`src/rtl/ccip_c0_rd_arbiter.sv`:
```
// ccip_c0_rd_arbiter: shares the CCI-P c0 read-request channel between N_REQ
// read engines. Round-robin grant, c0TxAlmFull back-pressure, per-requester
// outstanding cap, requester ID carried in mdata[15:16-ID_W] and used to route
// read responses back. Optional statistics via `define CCIP_RD_ARB_STATS_EN.

// Per-requester outstanding counter, response strobe and error detect.
module ccip_c0_rd_arbiter_lane #(
  parameter int MAX_OUT = 64,
  parameter int CNT_W   = 8
) (
  input  logic afu_clk,
  input  logic afu_rst_n,
  input  logic i_inc,      // request granted this cycle
  input  logic i_dec,      // response tagged for this lane this cycle
  output logic o_ok,       // below the outstanding cap
  output logic o_busy,
  output logic o_rsp,
  output logic o_err       // response with nothing outstanding
`ifdef CCIP_RD_ARB_STATS_EN
  , output logic [31:0] o_gnt_cnt
`endif
);
  logic [CNT_W-1:0] r_cnt;
  logic [CNT_W-1:0] w_cnt_nxt;
  logic             r_busy;
  logic             r_rsp;
  logic             w_dec_ok;

  assign w_dec_ok = i_dec & (r_cnt != '0);
  assign o_err    = i_dec & (r_cnt == '0);
  assign o_ok     = (r_cnt < CNT_W'(MAX_OUT));
  assign o_busy   = r_busy;
  assign o_rsp    = r_rsp;

  // Next count: grant and good response in the same cycle cancel out.
  always_comb begin
    w_cnt_nxt = r_cnt;
    if (i_inc && !w_dec_ok)      w_cnt_nxt = r_cnt + 1'b1;
    else if (!i_inc && w_dec_ok) w_cnt_nxt = r_cnt - 1'b1;
  end

  // Counter with busy flag registered alongside it.
  always_ff @(posedge afu_clk or negedge afu_rst_n) begin
    if (!afu_rst_n) begin
      r_cnt  <= '0;
      r_busy <= 1'b0;
      r_rsp  <= 1'b0;
    end else begin
      r_cnt  <= w_cnt_nxt;
      r_busy <= (w_cnt_nxt != '0);
      r_rsp  <= w_dec_ok;
    end
  end

`ifdef CCIP_RD_ARB_STATS_EN
  logic [31:0] r_gnt_cnt;
  assign o_gnt_cnt = r_gnt_cnt;

  // Free-running grant counter, wraps at 2**32.
  always_ff @(posedge afu_clk or negedge afu_rst_n) begin
    if (!afu_rst_n)  r_gnt_cnt <= '0;
    else if (i_inc)  r_gnt_cnt <= r_gnt_cnt + 32'd1;
  end
`endif
endmodule

module ccip_c0_rd_arbiter #(
  parameter int N_REQ   = 4,
  parameter int ADDR_W  = 42,
  parameter int ID_W    = 3,
  parameter int MAX_OUT = 64,
  localparam int UMD_W  = 16 - ID_W
) (
  input  logic                    afu_clk,
  input  logic                    afu_rst_n,
  input  logic [N_REQ-1:0]        req_valid,
  input  logic [N_REQ*ADDR_W-1:0] req_addr,
  input  logic [N_REQ*UMD_W-1:0]  req_mdata,
  output logic [N_REQ-1:0]        req_ready,
  input  logic                    c0tx_almfull,
  output logic                    c0tx_valid,
  output logic [ADDR_W-1:0]       c0tx_addr,
  output logic [15:0]             c0tx_mdata,
  input  logic                    c0rx_valid,
  input  logic [15:0]             c0rx_mdata,
  output logic [N_REQ-1:0]        rsp_valid,
  output logic [UMD_W-1:0]        rsp_mdata,
  output logic [N_REQ-1:0]        busy,
  output logic                    err
`ifdef CCIP_RD_ARB_STATS_EN
  , output logic [N_REQ*32-1:0]   grant_cnt,
  output logic [31:0]             stall_cnt
`endif
);
  localparam int PTR_W = $clog2(N_REQ);
  localparam int CNT_W = 8;

  logic [PTR_W-1:0]  r_ptr;
  logic [PTR_W-1:0]  w_win;
  logic              w_any;
  logic [N_REQ-1:0]  w_gnt;
  logic [N_REQ-1:0]  w_ok;
  logic [N_REQ-1:0]  w_elig;
  logic [N_REQ-1:0]  w_dec;
  logic [N_REQ-1:0]  w_lane_err;
  logic [ID_W-1:0]   w_tag;
  logic              w_tag_bad;
  logic              r_c0tx_valid;
  logic [ADDR_W-1:0] r_c0tx_addr;
  logic [15:0]       r_c0tx_mdata;
  logic [UMD_W-1:0]  r_rsp_mdata;
  logic              r_err;

  assign w_elig    = req_valid & w_ok & {N_REQ{~c0tx_almfull}};
  assign w_tag     = c0rx_mdata[15:16-ID_W];
  assign w_tag_bad = c0rx_valid & ({1'b0, w_tag} >= (ID_W+1)'(N_REQ));

  // Round-robin pick: first eligible index at or after r_ptr, wrapping.
  always_comb begin : arb
    int idx;
    idx   = 0;
    w_any = 1'b0;
    w_win = '0;
    for (int k = 0; k < N_REQ; k++) begin
      idx = int'(r_ptr) + k;
      if (idx >= N_REQ) idx = idx - N_REQ;
      if (!w_any && w_elig[idx]) begin
        w_any = 1'b1;
        w_win = PTR_W'(idx);
      end
    end
    w_gnt = w_any ? (N_REQ'(1) << w_win) : '0;
  end

  assign req_ready = w_gnt;

  // Per-requester lanes.
  for (genvar i = 0; i < N_REQ; i++) begin : g_lane
    assign w_dec[i] = c0rx_valid & (w_tag == ID_W'(i));
    ccip_c0_rd_arbiter_lane #(.MAX_OUT(MAX_OUT), .CNT_W(CNT_W)) u_lane (
      .afu_clk   (afu_clk),
      .afu_rst_n (afu_rst_n),
      .i_inc     (w_gnt[i]),
      .i_dec     (w_dec[i]),
      .o_ok      (w_ok[i]),
      .o_busy    (busy[i]),
      .o_rsp     (rsp_valid[i]),
      .o_err     (w_lane_err[i])
`ifdef CCIP_RD_ARB_STATS_EN
      , .o_gnt_cnt (grant_cnt[i*32 +: 32])
`endif
    );
  end

  // Pointer, registered c0 request, response mdata and sticky error.
  always_ff @(posedge afu_clk or negedge afu_rst_n) begin
    if (!afu_rst_n) begin
      r_ptr        <= '0;
      r_c0tx_valid <= 1'b0;
      r_c0tx_addr  <= '0;
      r_c0tx_mdata <= '0;
      r_rsp_mdata  <= '0;
      r_err        <= 1'b0;
    end else begin
      r_c0tx_valid <= w_any;
      if (w_any) begin
        r_ptr        <= (w_win == PTR_W'(N_REQ-1)) ? '0 : w_win + 1'b1;
        r_c0tx_addr  <= req_addr[w_win*ADDR_W +: ADDR_W];
        r_c0tx_mdata <= {ID_W'(w_win), req_mdata[w_win*UMD_W +: UMD_W]};
      end
      r_rsp_mdata <= c0rx_valid ? c0rx_mdata[UMD_W-1:0] : '0;
      r_err       <= r_err | w_tag_bad | (|w_lane_err);
    end
  end

  assign c0tx_valid = r_c0tx_valid;
  assign c0tx_addr  = r_c0tx_addr;
  assign c0tx_mdata = r_c0tx_mdata;
  assign rsp_mdata  = r_rsp_mdata;
  assign err        = r_err;

`ifdef CCIP_RD_ARB_STATS_EN
  logic [31:0] r_stall_cnt;
  assign stall_cnt = r_stall_cnt;

  // Cycles where someone wanted the channel but nobody got it.
  always_ff @(posedge afu_clk or negedge afu_rst_n) begin
    if (!afu_rst_n)                  r_stall_cnt <= '0;
    else if (|req_valid && !w_any)   r_stall_cnt <= r_stall_cnt + 32'd1;
  end
`endif
endmodule
```
`config.mk`:
```
export PLATFORM = sky130hd
export DESIGN_NAME = ccip_c0_rd_arbiter
export DESIGN_NICKNAME = d
export VERILOG_FILES = /design/src/rtl/ccip_c0_rd_arbiter.sv
export SDC_FILE = /design/constraint.sdc
export NUM_CORES = 1
export LEC_CHECK = 0
export ABC_AREA = 1
export BUFFER_PORTS_ARGS = -buffer_cell sky130_fd_sc_hd__buf_2
export CELL_PAD_IN_SITES_DETAIL_PLACEMENT = 1
export CELL_PAD_IN_SITES_GLOBAL_PLACEMENT = 2
export CORE_ASPECT_RATIO = 1.5
export CORE_MARGIN = 1.5
export CORE_UTILIZATION = 23
export DETAILED_ROUTE_END_ITERATION = 12
export PLACE_DENSITY = 0.85
export SETUP_SLACK_MARGIN = 0.3
export SYNTH_ARGS = -nofsm -noshare
export SYNTH_HDL_FRONTEND = slang
export SYNTH_HIERARCHICAL = 1
export SYNTH_SLANG_ARGS = --single-unit
export TNS_END_PERCENT = 10
```
`constraint.sdc`:
```
create_clock -name afu_clk -period 2.68 [get_ports afu_clk]
set_clock_uncertainty 0.05 [all_clocks]
set_input_delay 0.536 -clock afu_clk [delete_from_list [all_inputs] [get_ports afu_clk]]
set_output_delay 0.536 -clock afu_clk [all_outputs]
set_load 0.05 [all_outputs]
```
==> metrics.md <==
| Metric | Value |
|---|---|
| Cts bufs inserted | `17` |
| Leading area contributor after synthesis | `dfrtp_1` |
| First-pass GRT wire length | `approximately 60 mm` |
| CP max-delay cell | `dfrtp_2` |
| Status | `finished with violations` |
| DRC | `0` |
| # rows | `87` |
| Maximum number of pins on one net before global-route repair | `84` |
| Min setup slack post-route | `-0.2701 ns` |
| Syn avg cell area | `6.268 um2` |
| Layout cells sized above 1 | `a little under two fifths` |
| Clk sinks | `between 100 and 150` |
| Avg Vias per Cell | `roughly 4.7` |
| Share of Yosys cell area claimed by the top area cell type | `32.30%` |
| Failing checks | `setup timing` |
| Fillers | `between 4k and 5k` |
| Skew-Pair Late Insertion Delay | `roughly 0.44 ns` |
| Detail Route met3 WL | `1.662 mm` |
| Synth Warn # | `6` |
| HP Class | `in -> reg` |
| Starting Density | `about a quarter` |
| Drt wl/cell | `between 15 and 20 um` |
| R2r worst-path depth | `24` |
| CP Capture Type | `primary output` |
| F_max | `~340 MHz` |
| Max Cap Viol | `0` |
| Final Cycle Share | `110.1%` |
| Syn Inst Count | `about 1.4k` |
| Fin crit period | `slightly below 3 ns` |
| First-pass iteration count of the detailed router | `4` |
| Measured slew at the worst slew-check pin | `approximately 0.52 ns` |
| Die Area | `roughly 0.040 mm2` |
| Clk buf depth | `2` |
| PortBufs | `327` |
| Total grt overflow | `0` |
| Setup TNS | `-2.482 ns` |
| Met2 wire len | `about 22 mm` |
| Critical-path cell list | `nor2_4, nand3_2, nand2_2, nand2_2, nand2_1, nand2_2, nand3_2, nand3_2, nor2_4, inv_4, nand2_4, clkinvlp_4, buf_6, buf_8` |
| Vias in the first global route | `around 11k` |
| WL final | `between 30 and 40 mm` |
| Crit path DAT | `between 2 and 2.5 ns` |
| Vias post-DR | `~11k` |
| Commonest non-fill, non-tap cell in the layout | `nand2_1` |
| Largest cells by area after synthesis | `dfrtp_1 32%, nand2_1 28%, nand3_1 16%` |
| Nets | `around 2.0k` |
| Core area | `0.03777 mm2` |
| Clock root buffer | `clkbuf_16` |
| # IOs | `~330` |
| CTS tree | `yes` |
| Syn nets | `1665` |
| Hold Crit Depth | `3` |
| WL met1 | `14.81 mm` |
| Seq/Total Area, Yosys | `approximately a third` |
| Distinct cells, synth | `29` |
| Max-slew headroom | `about 65%` |
| Worst-path clk slew | `0.06 ns` |
| GR Util All Layers | `20.12%` |
| Commonest cells after routing, fill and taps aside | `604 x nand2_1, 323 x buf_2, 230 x nand3_1` |
| Slowest cell delay on critical path | `approximately 0.43 ns` |
| Crit path max fanout | `4` |
| Synthesized cell area | `~0.0088 mm2` |
| Critical Path RT | `around 2.1 ns` |
| GPL Wtd Cong | `0.8629` |
| Final setup vio count | `19` |
| DP Wirelength | `roughly 30 mm` |
| #FFs+latches synth | `between 100 and 150` |
| Top layer in use | `met5` |
| CP Class | `reg -> out` |
| CP startpoint kind | `flip-flop` |
| Routed Antenna Nets | `0` |
| Area Growth Syn to Fin | `47.36%` |
| Die Ht | `~240 um` |
| Fin. Hold Viols | `0` |
| Iter 0 DRT Violations | `approximately 380` |
| RSZ-0062 raised after global routing | `true` |
| Initial antenna violation count | `4` |
| Die W | `approximately 160 um` |
| H-tree levels | `4` |
| Fin. max-slew vios | `0` |
[worst max-delay path, delay by kind of cell, from the launching register on]
kind / cells / cell delay [ns]
flops: 1 / 0.43
simple gates: 10 / 1.05
buf+inv: 4 / 0.45
[stage by stage]
| stage | instances | util [%] | hold WS [ns] | instance area [um2] | setup slack, ns |
|---|---|---|---|---|---|
| after floorplan | 1409 | - | 0.1904 | 8879 | -0.3243 |
| after global placement | 2211 | 29.91 | 0.3414 | 11300 | -0.02163 |
| after detailed placement | 2211 | 29.91 | 0.3443 | 11300 | -0.1301 |
| after CTS | 2278 | 33.88 | 0.2036 | 12800 | -0.2657 |
| after global routing | 2290 | 34.45 | 0.2187 | 13010 | -0.4062 |
| final | 2290 | 34.45 | 0.2378 | 13010 | -0.2701 |
[routing by layer]
layer  global-route usage (%)  vias to the layer above
met1                    20.80                     5174
met4                    6.827                        2
li1                         -                     5209
met2                    39.71                      270
met5                        0                        -
met3                    3.435                       58
[area by class of cell]
cell class	count	area [um2]	share of cell area [%]
clock buffer	19	452.9	3.480
clock inverter	13	183.9	1.413
multi-input combinational	1106	5672	43.58
antenna	1	2.502	0.01923
inverter	113	465.4	3.577
timing repair buffer	435	2764	21.24
tap	489	611.8	4.701
sequential	114	2861	21.99
[Yosys cell counts]
cell	number
nand2_1	660
nor2_2	6
o21ai_0	4
o21ai_4	4
nor2_1	36
ha_1	12
buf_4	19
a21oi_1	2
inv_1	92
dfrtp_1	114
nor3_1	9
conb_1	1
o211ai_1	1
nand3b_1	4
nand3_2	8
clkbuf_1	8
nor4_1	5
xor2_1	16
nand4_1	14
nand2_4	12
inv_2	17
nand2_2	15
nor2_4	5
inv_4	4
buf_2	44
buf_1	3
buf_6	2
nand3_1	288
nand3_4	4
[flip-flops by register name, indices dropped and copies added, names as in the netlist]
name / cells
g_lane.u_lane/r_cnt: 32
c0tx_valid: 1
r_ptr: 2
rsp_mdata: 13
g_lane.u_lane/o_busy: 4
c0tx_mdata: 15
g_lane.u_lane/o_rsp: 4
c0tx_addr: 42
err: 1
[repair_timing]
item / CTS / global route
endpoints found under the setup margin: 95 / 96
cloned: 5 / 0
pin swaps: 128 / 40
resized for setup: 140 / 39
setup buffers: 29 / 11
hold buffers: 1 / 0
hold endpoints to repair: 7 / 0
[final timing paths]
check                                                    start                                  end  slack, ns
min reg2reg                           c0tx_addr[3]$_DFFE_PN0P_             c0tx_addr[3]$_DFFE_PN0P_       0.42
min in group asynchronous                            afu_rst_n  g_lane[0].u_lane/r_cnt[1]$_DFF_PN0_       0.43
min                                             c0rx_mdata[10]              rsp_mdata[10]$_DFF_PN0_       0.24
max in group asynchronous                            afu_rst_n  g_lane[3].u_lane/r_cnt[6]$_DFF_PN0_       1.52
max                        g_lane[0].u_lane/r_cnt[6]$_DFF_PN0_                         req_ready[3]      -0.27
max reg2reg                g_lane[0].u_lane/r_cnt[6]$_DFF_PN0_    g_lane[3].u_lane/o_busy$_DFF_PN0_      -0.24
[logic make-up (layout without fill, tap and decap cells)]
group / count (synthesis) / in the layout / synth area share, %
AO/OA/AOI/OAI: 11 / 11 / 1.162
XOR/XNOR: 16 / 16 / 1.587
adder cells (fa/ha/maj): 12 / 12 / 1.700
buffers and inverters: 189 / 580 / 9.748
flip-flops: 114 / 114 / 32.30
other: 1 / 2 / 0.04246
AND/OR/NAND/NOR: 1066 / 1066 / 53.46
Power is not shown: default switching activity piles up to over one toggle a cycle in this logic, so the estimate is an artifact.
